--- config.mk ---
export PLATFORM = sky130hd
export DESIGN_NAME = spi_mem_arbiter_flat
export DESIGN_NICKNAME = d
export VERILOG_FILES = /design/src/rtl/spi_mem_pkg.sv /design/src/rtl/spi_mem_arbiter_if.sv /design/src/rtl/rr_pick2.sv /design/src/rtl/spi_mem_arbiter.sv /design/src/flat_wrapper.sv
export SDC_FILE = /design/constraint.sdc
export NUM_CORES = 1
export LEC_CHECK = 0
export CAP_MARGIN = 20
export CORE_MARGIN = 5
export CORE_UTILIZATION = 38
export CTS_CLUSTER_SIZE = 12
export DETAILED_ROUTE_END_ITERATION = 7
export PLACE_DENSITY_LB_ADDON = 0.08
export SLEW_MARGIN = 20
export SYNTH_ARGS = -nofsm -noshare
export SYNTH_HDL_FRONTEND = slang
export SYNTH_SLANG_ARGS = --single-unit
export TNS_END_PERCENT = 30
--- constraint.sdc ---
create_clock -name clk -period 3.5 [get_ports clk]
set_clock_uncertainty 0.1 [all_clocks]
set_input_delay 0.35 -clock clk [delete_from_list [all_inputs] [get_ports clk]]
set_output_delay 0.35 -clock clk [all_outputs]
set_load 0.005 [all_outputs]
--- src/rtl/spi_mem_pkg.sv ---
// Shared types and counter widths for the SPI memory port arbiter.
package spi_mem_pkg;

    typedef enum logic [1:0] {
        IDLE = 2'd0,
        OWN0 = 2'd1,
        OWN1 = 2'd2,
        GAP  = 2'd3
    } arb_state_t;

    typedef logic port_idx_t;

    localparam int unsigned DW      = 8;
    localparam int unsigned GAP_MAX = 15;
    localparam int unsigned GAP_W   = $clog2(GAP_MAX + 1);
    localparam int unsigned TO_MAX  = 65535;
    localparam int unsigned TO_W    = $clog2(TO_MAX + 1);

endpackage

--- src/rtl/spi_mem_arbiter_if.sv ---
// mem_* style bus between a requester (master) and a memory port (slave).
interface spi_mem_arbiter_if
    import spi_mem_pkg::*;
#(
    parameter int unsigned AW = 24
);
    logic [AW-1:0] addr;
    logic          en;
    logic          wr;
    logic          rburst;
    logic          wburst;
    logic [DW-1:0] wdata;
    logic          rdy;
    logic          rdata_load;
    logic [DW-1:0] rdata;
    logic [DW-1:0] rdata0;

    modport master (
        output addr, en, wr, rburst, wburst, wdata,
        input  rdy, rdata_load, rdata, rdata0
    );

    modport slave (
        input  addr, en, wr, rburst, wburst, wdata,
        output rdy, rdata_load, rdata, rdata0
    );
endinterface

--- src/rtl/rr_pick2.sv ---
// Combinational two-request picker: round-robin against the last owner, or fixed port-0 priority.
module rr_pick2
    import spi_mem_pkg::*;
#(
    parameter bit FIXED_PRIO = 1'b0
) (
    input  logic [1:0] req,
    input  port_idx_t  last,
    output port_idx_t  pick_c,
    output logic       any_c
);

    always_comb begin
        any_c  = |req;
        pick_c = port_idx_t'(req[1] && !req[0]);
        if (req == 2'b11) begin
            pick_c = FIXED_PRIO ? port_idx_t'(1'b0) : port_idx_t'(!last);
        end
    end

endmodule

--- src/rtl/spi_mem_arbiter.sv ---
// Shares one SPI SRAM master port between two requesters; grants span whole
// transactions and are followed by a forced idle gap so the master can drop cs_n.
module spi_mem_arbiter
    import spi_mem_pkg::*;
#(
    parameter int unsigned AW         = 24,
    parameter bit          FIXED_PRIO = 1'b0,
    parameter int unsigned GAP_CYCLES = 2,
    parameter int unsigned TIMEOUT    = 1023
) (
    input  logic              clk,
    input  logic              rst_n,
    spi_mem_arbiter_if.slave  p0,
    spi_mem_arbiter_if.slave  p1,
    spi_mem_arbiter_if.master mem,
    output logic [1:0]        gnt,
    output logic              timeout_err
);

    localparam logic [GAP_W-1:0] GAP_LOAD  = GAP_W'(GAP_CYCLES - 1);
    localparam logic [TO_W-1:0]  TO_LIMIT  = TO_W'(TIMEOUT);
    localparam bit               TO_ENABLE = (TIMEOUT != 0);

    arb_state_t       state, state_d;
    port_idx_t        last, last_d, own_idx_c, pick_c;
    logic [GAP_W-1:0] gap_cnt, gap_d;
    logic [TO_W-1:0]  to_cnt, to_d;
    logic             err_d, any_c, own_en_c, abort_c;
    logic [AW-1:0]    addr_c;

    rr_pick2 #(.FIXED_PRIO(FIXED_PRIO)) u_pick (
        .req    ({p1.en, p0.en}),
        .last   (last),
        .pick_c (pick_c),
        .any_c  (any_c)
    );

    always_ff @(posedge clk or negedge rst_n) begin
        if (!rst_n) begin
            state       <= IDLE;
            last        <= port_idx_t'(1'b1);
            gap_cnt     <= '0;
            to_cnt      <= '0;
            timeout_err <= 1'b0;
            gnt         <= 2'b00;
        end else begin
            state       <= state_d;
            last        <= last_d;
            gap_cnt     <= gap_d;
            to_cnt      <= to_d;
            timeout_err <= err_d;
            gnt         <= {state_d == OWN1, state_d == OWN0};
        end
    end

    // Next state plus the owner mux; a stalled owner is aborted with a fake rdy.
    always_comb begin
        state_d         = state;
        last_d          = last;
        gap_d           = gap_cnt;
        to_d            = to_cnt;
        err_d           = timeout_err;
        own_idx_c       = port_idx_t'(state == OWN1);
        own_en_c        = 1'b0;
        abort_c         = 1'b0;
        addr_c          = '0;
        mem.en          = 1'b0;
        mem.wr          = 1'b0;
        mem.rburst      = 1'b0;
        mem.wburst      = 1'b0;
        mem.wdata       = '0;
        p0.rdy          = 1'b0;
        p0.rdata_load   = 1'b0;
        p1.rdy          = 1'b0;
        p1.rdata_load   = 1'b0;

        unique case (state)
            IDLE: begin
                to_d = '0;
                if (any_c) state_d = pick_c ? OWN1 : OWN0;
            end
            OWN0, OWN1: begin
                own_en_c = own_idx_c ? p1.en : p0.en;
                abort_c  = TO_ENABLE && own_en_c && !mem.rdy && (to_cnt == TO_LIMIT);
                if (own_idx_c) begin
                    addr_c        = p1.addr;
                    mem.wr        = p1.wr;
                    mem.rburst    = p1.rburst;
                    mem.wburst    = p1.wburst;
                    mem.wdata     = p1.wdata;
                    p1.rdy        = mem.rdy || abort_c;
                    p1.rdata_load = mem.rdata_load;
                end else begin
                    addr_c        = p0.addr;
                    mem.wr        = p0.wr;
                    mem.rburst    = p0.rburst;
                    mem.wburst    = p0.wburst;
                    mem.wdata     = p0.wdata;
                    p0.rdy        = mem.rdy || abort_c;
                    p0.rdata_load = mem.rdata_load;
                end
                mem.en = own_en_c && !abort_c;
                to_d   = mem.rdy ? '0 : to_cnt + TO_W'(1);
                if (!own_en_c || abort_c) begin
                    state_d = GAP;
                    gap_d   = GAP_LOAD;
                    last_d  = own_idx_c;
                end
                if (abort_c) err_d = 1'b1;
            end
            GAP: begin
                to_d = '0;
                if (gap_cnt == '0) state_d = IDLE;
                else               gap_d   = gap_cnt - GAP_W'(1);
            end
            default: state_d = IDLE;
        endcase
    end

    assign mem.addr  = addr_c;
    assign p0.rdata  = mem.rdata;
    assign p0.rdata0 = mem.rdata0;
    assign p1.rdata  = mem.rdata;
    assign p1.rdata0 = mem.rdata0;

    // Requesters must hold their command fields until the beat is accepted.
    a_p0_stable: assert property (@(posedge clk) disable iff (!rst_n)
        (p0.en && !p0.rdy) |=> (!p0.en || $stable({p0.addr, p0.wr, p0.rburst, p0.wburst, p0.wdata})));
    a_p1_stable: assert property (@(posedge clk) disable iff (!rst_n)
        (p1.en && !p1.rdy) |=> (!p1.en || $stable({p1.addr, p1.wr, p1.rburst, p1.wburst, p1.wdata})));

endmodule

--- src/flat_wrapper.sv ---
// flat-port wrapper written by rule: the top's interface ports become plain ports
module spi_mem_arbiter_flat import spi_mem_pkg::*;
#(
    parameter int unsigned AW         = 24,
    parameter bit          FIXED_PRIO = 1'b0,
    parameter int unsigned GAP_CYCLES = 2,
    parameter int unsigned TIMEOUT    = 1023
)
  (clk, rst_n, gnt, timeout_err, p0_addr, p0_en, p0_wr, p0_rburst, p0_wburst, p0_wdata, p0_rdy, p0_rdata_load, p0_rdata, p0_rdata0, p1_addr, p1_en, p1_wr, p1_rburst, p1_wburst, p1_wdata, p1_rdy, p1_rdata_load, p1_rdata, p1_rdata0, mem_addr, mem_en, mem_wr, mem_rburst, mem_wburst, mem_wdata, mem_rdy, mem_rdata_load, mem_rdata, mem_rdata0);
  spi_mem_arbiter_if #(.AW(AW)) p0_i ();
  spi_mem_arbiter_if #(.AW(AW)) p1_i ();
  spi_mem_arbiter_if #(.AW(AW)) mem_i ();
  input  logic clk;
  input  logic rst_n;
  output logic [1:0] gnt;
  output logic timeout_err;
  input wire logic [$bits(p0_i.addr)-1:0] p0_addr;
  input wire logic [$bits(p0_i.en)-1:0] p0_en;
  input wire logic [$bits(p0_i.wr)-1:0] p0_wr;
  input wire logic [$bits(p0_i.rburst)-1:0] p0_rburst;
  input wire logic [$bits(p0_i.wburst)-1:0] p0_wburst;
  input wire logic [$bits(p0_i.wdata)-1:0] p0_wdata;
  output wire logic [$bits(p0_i.rdy)-1:0] p0_rdy;
  output wire logic [$bits(p0_i.rdata_load)-1:0] p0_rdata_load;
  output wire logic [$bits(p0_i.rdata)-1:0] p0_rdata;
  output wire logic [$bits(p0_i.rdata0)-1:0] p0_rdata0;
  input wire logic [$bits(p1_i.addr)-1:0] p1_addr;
  input wire logic [$bits(p1_i.en)-1:0] p1_en;
  input wire logic [$bits(p1_i.wr)-1:0] p1_wr;
  input wire logic [$bits(p1_i.rburst)-1:0] p1_rburst;
  input wire logic [$bits(p1_i.wburst)-1:0] p1_wburst;
  input wire logic [$bits(p1_i.wdata)-1:0] p1_wdata;
  output wire logic [$bits(p1_i.rdy)-1:0] p1_rdy;
  output wire logic [$bits(p1_i.rdata_load)-1:0] p1_rdata_load;
  output wire logic [$bits(p1_i.rdata)-1:0] p1_rdata;
  output wire logic [$bits(p1_i.rdata0)-1:0] p1_rdata0;
  output wire logic [$bits(mem_i.addr)-1:0] mem_addr;
  output wire logic [$bits(mem_i.en)-1:0] mem_en;
  output wire logic [$bits(mem_i.wr)-1:0] mem_wr;
  output wire logic [$bits(mem_i.rburst)-1:0] mem_rburst;
  output wire logic [$bits(mem_i.wburst)-1:0] mem_wburst;
  output wire logic [$bits(mem_i.wdata)-1:0] mem_wdata;
  input wire logic [$bits(mem_i.rdy)-1:0] mem_rdy;
  input wire logic [$bits(mem_i.rdata_load)-1:0] mem_rdata_load;
  input wire logic [$bits(mem_i.rdata)-1:0] mem_rdata;
  input wire logic [$bits(mem_i.rdata0)-1:0] mem_rdata0;
  assign p0_i.addr = p0_addr;
  assign p0_i.en = p0_en;
  assign p0_i.wr = p0_wr;
  assign p0_i.rburst = p0_rburst;
  assign p0_i.wburst = p0_wburst;
  assign p0_i.wdata = p0_wdata;
  assign p0_rdy = p0_i.rdy;
  assign p0_rdata_load = p0_i.rdata_load;
  assign p0_rdata = p0_i.rdata;
  assign p0_rdata0 = p0_i.rdata0;
  assign p1_i.addr = p1_addr;
  assign p1_i.en = p1_en;
  assign p1_i.wr = p1_wr;
  assign p1_i.rburst = p1_rburst;
  assign p1_i.wburst = p1_wburst;
  assign p1_i.wdata = p1_wdata;
  assign p1_rdy = p1_i.rdy;
  assign p1_rdata_load = p1_i.rdata_load;
  assign p1_rdata = p1_i.rdata;
  assign p1_rdata0 = p1_i.rdata0;
  assign mem_addr = mem_i.addr;
  assign mem_en = mem_i.en;
  assign mem_wr = mem_i.wr;
  assign mem_rburst = mem_i.rburst;
  assign mem_wburst = mem_i.wburst;
  assign mem_wdata = mem_i.wdata;
  assign mem_i.rdy = mem_rdy;
  assign mem_i.rdata_load = mem_rdata_load;
  assign mem_i.rdata = mem_rdata;
  assign mem_i.rdata0 = mem_rdata0;
  spi_mem_arbiter #(.AW(AW), .FIXED_PRIO(FIXED_PRIO), .GAP_CYCLES(GAP_CYCLES), .TIMEOUT(TIMEOUT)) u_core (.clk(clk), .rst_n(rst_n), .p0(p0_i), .p1(p1_i), .mem(mem_i), .gnt(gnt), .timeout_err(timeout_err));
endmodule
==> run metrics <==
Reg clk slew, reported paths 0.09 ns; post_cts resized 0; Syn. warnings 0; RSZ-0062 raised after global routing false; placed insts 408; Max Slew Vio Count 0; Crit Path Class input port to output port; design area 0.00335 mm²; cell mode on critical path clkdlybuf4s50_1; DP Area 0.00328 mm²; critical path arrival 2.76 ns; H-tree depth 1; number of diodes 0; final WL 6750 µm; static leakage 1.29 nW; GRT overflow 0; Synth Area per Inst 8.83 µm²; number of flops mapped to enable cells by yosys 0; flop-to-flop setup slack 1.00 ns; Sw Ratio 36.1%; most common cell after layout, fill and taps aside clkdlybuf4s50_1; Reg power frac 18.2%; register bit total from synthesis 26; Pwr Density 671 mW/mm²; Hold Crit Class input port to asynchronous set/reset pin; combinational share of power 70.6%; post-route ant nets 0; first-pass GRT wire length 10,500 µm; die area 0.00759 mm²; core area 0.00585 mm²; CTS tree yes; internal power 0.00144 W; CTS sink cnt 26; CP required 3.05 ns; Critical Path Source Type input port; crit path max-delay cell type or4_4; leading cell types in the layout, fill and taps excluded 118 x clkdlybuf4s50_1, 36 x mux2i_1, 36 x nor2b_1, 25 x dfrtp_1, 19 x nor2_1; Slew @ Worst Pin 0.608 ns; setup_tns 0 ns; initial antenna violation count 0; minimum clock period 3.21 ns; Avg WL per Cell 16.4 µm; total number of vias 1,994; Sw Pwr 0.000811 W; Most used DFF post-synth dfrtp_1; clock share of power 11.2%; Hold Slack 0.329 ns; Row Count 28; layout cells sized above 1 5.34%; clk_lat worst skew 0.27 ns; Synth cell types 41; total track usage 17.3%; CP endpoint kind output port; IO Port Bufs 118; fmax 311 MHz; total CTS buffers 3; filler cell count 509; Post-synth ARST share 100%; post-synthesis sequential area ratio 28.8%; vias per cell 4.84; Clock Path Buffers 2; Die Span Y 87.1 µm; CTS hold repair buffers 0; cell area after synthesis 0.00226 mm²; crit path cell chain clkdlybuf4s50_1 > or4_4 > nor4b_4 > and2_1 > a21oi_1 > nor3b_1 > clkdlybuf4s50_1; TritonRoute pass-1 iters 4; area grow syn2layout 48.3%; HPWL Detailed 5540 µm; crit-path leading delay family simple AND/OR/NAND/NOR gates; final period utilization 91.8%; max incr delay on CP 0.57 ns; Root Buffer clkbuf_8; status finished clean; initial core utilization 38.6%; # Post-CTS Setup Buffers 0; max-cap violations 0; WP buf/inv 2; Iteration-0 DRC Markers 49; vias in the first global route 1,934; # setup viols final 0; syn nets 354; Crit Path Max Fanout 4; Cells after Synth 256; slew margin rel. 59.5%; Final #Nets 436; DRC 0; Die Span X 87.1 µm; I/O pin count 167; Finished Layout Cells 412; Peak supply drop 0.439 mV; Hold Violations, Final 0; gpl congestion 0.798; pin count of the biggest net entering global routing 28
[synthesized netlist by cell type (3+ instances only)]
master,n,share of area [%]
mux2i_1,36,16
nor2b_1,36,10
buf_4,32,11
dfrtp_1,25,28
nor2_1,19,3.2
clkbuf_1,10,1.7
inv_1,8,1.3
o21ai_0,8,1.8
xor2_1,8,3.1
nand2_1,7,1.2
a21oi_1,6,1.3
ha_1,6,3.3
nand3_1,5,1.1
nand4_1,4,1.1
xnor2_1,4,1.6
and2_1,3,0.83
and3_1,3,0.83
buf_1,3,0.50
nand2b_1,3,0.83
nor3b_1,3,1.0
[state kept, by name (all words and copies together) (netlist names)]
register and count:
u_core.gap_cnt 4, u_core.gnt 2, u_core.last 1, u_core.state 2
u_core.timeout_err 1, u_core.to_cnt 16
[final cells by class]
class | count | area, µm² | area share (%)
repair buffers | 123 | 1220 | 36.4
clock buffers | 3 | 41.3 | 1.23
flip-flops and latches | 26 | 652 | 19.4
inverters | 8 | 30.0 | 0.896
well taps | 75 | 93.8 | 2.80
multi-input cells | 176 | 1290 | 38.4
clock inverters | 1 | 30.0 | 0.896
[power groups by stage]
stage	registers [W]	logic (W)	clock network, W
2_1_floorplan	0.000404	0.000827	0
3_3_place_gp	0.000415	0.00160	0
3_5_place_dp	0.000417	0.00160	0
4_1_cts	0.000411	0.00161	0.000255
5_1_grt	0.000421	0.00175	0.000270
6_report	0.000410	0.00159	0.000251
[routing by layer]
layer	vias to the layer above	GRT usage, %	part of all wire (%)
met1	920	23.5	44
met4	0	2.79	0.49
li1	995	-	-
met2	75	28.2	47
met5	-	0	0
met3	4	4.73	8.5
[worst reg2reg max path, cell delays in order (launching register included)]
cell and delay (ns):
dfrtp_1 0.42, inv_1 0.10, ha_2 0.49, mux2_2 0.42, a221oi_1 0.30, a31oi_1 0.17
or2_1 0.31, o21ai_1 0.13
[logic make-up after synthesis]
group	count (synthesis)	share of synthesized area, %
mux	38	16.9
flops	26	28.8
compound gates	27	7.92
buf+inv	54	14.3
fa+ha+maj	6	3.32
xor+xnor	12	4.65
simple gates	93	24.0
[final timing paths]
| path | startpoint | endpoint | depth (start not counted) |
|---|---|---|---|
| max reg2reg | u_core.state[0] | u_core.gap_cnt[3] | 7 |
| min in group clk | u_core.timeout_err | u_core.timeout_err | 1 |
| max | mem_rdy | p0_rdy | 7 |
| min | rst_n | u_core.to_cnt[0] | 2 |
| max in group asynchronous | rst_n | u_core.last | 2 |
| min reg2reg | u_core.timeout_err | u_core.timeout_err | 1 |
[through the flow]
| step | utilization (%) | setup slack, ns | total power (W) |
|---|---|---|---|
| CTS | 57.3 | 0.284 | 0.00227 |
| global route | 57.3 | 0.0962 | 0.00244 |
| finish | 57.3 | 0.287 | 0.00225 |
| floorplan | - | 1.40 | 0.00123 |
| detailed placement | 56.1 | 0.299 | 0.00202 |
| global placement | 56.1 | 0.304 | 0.00202 |
Power figures use the tool's default switching activity.
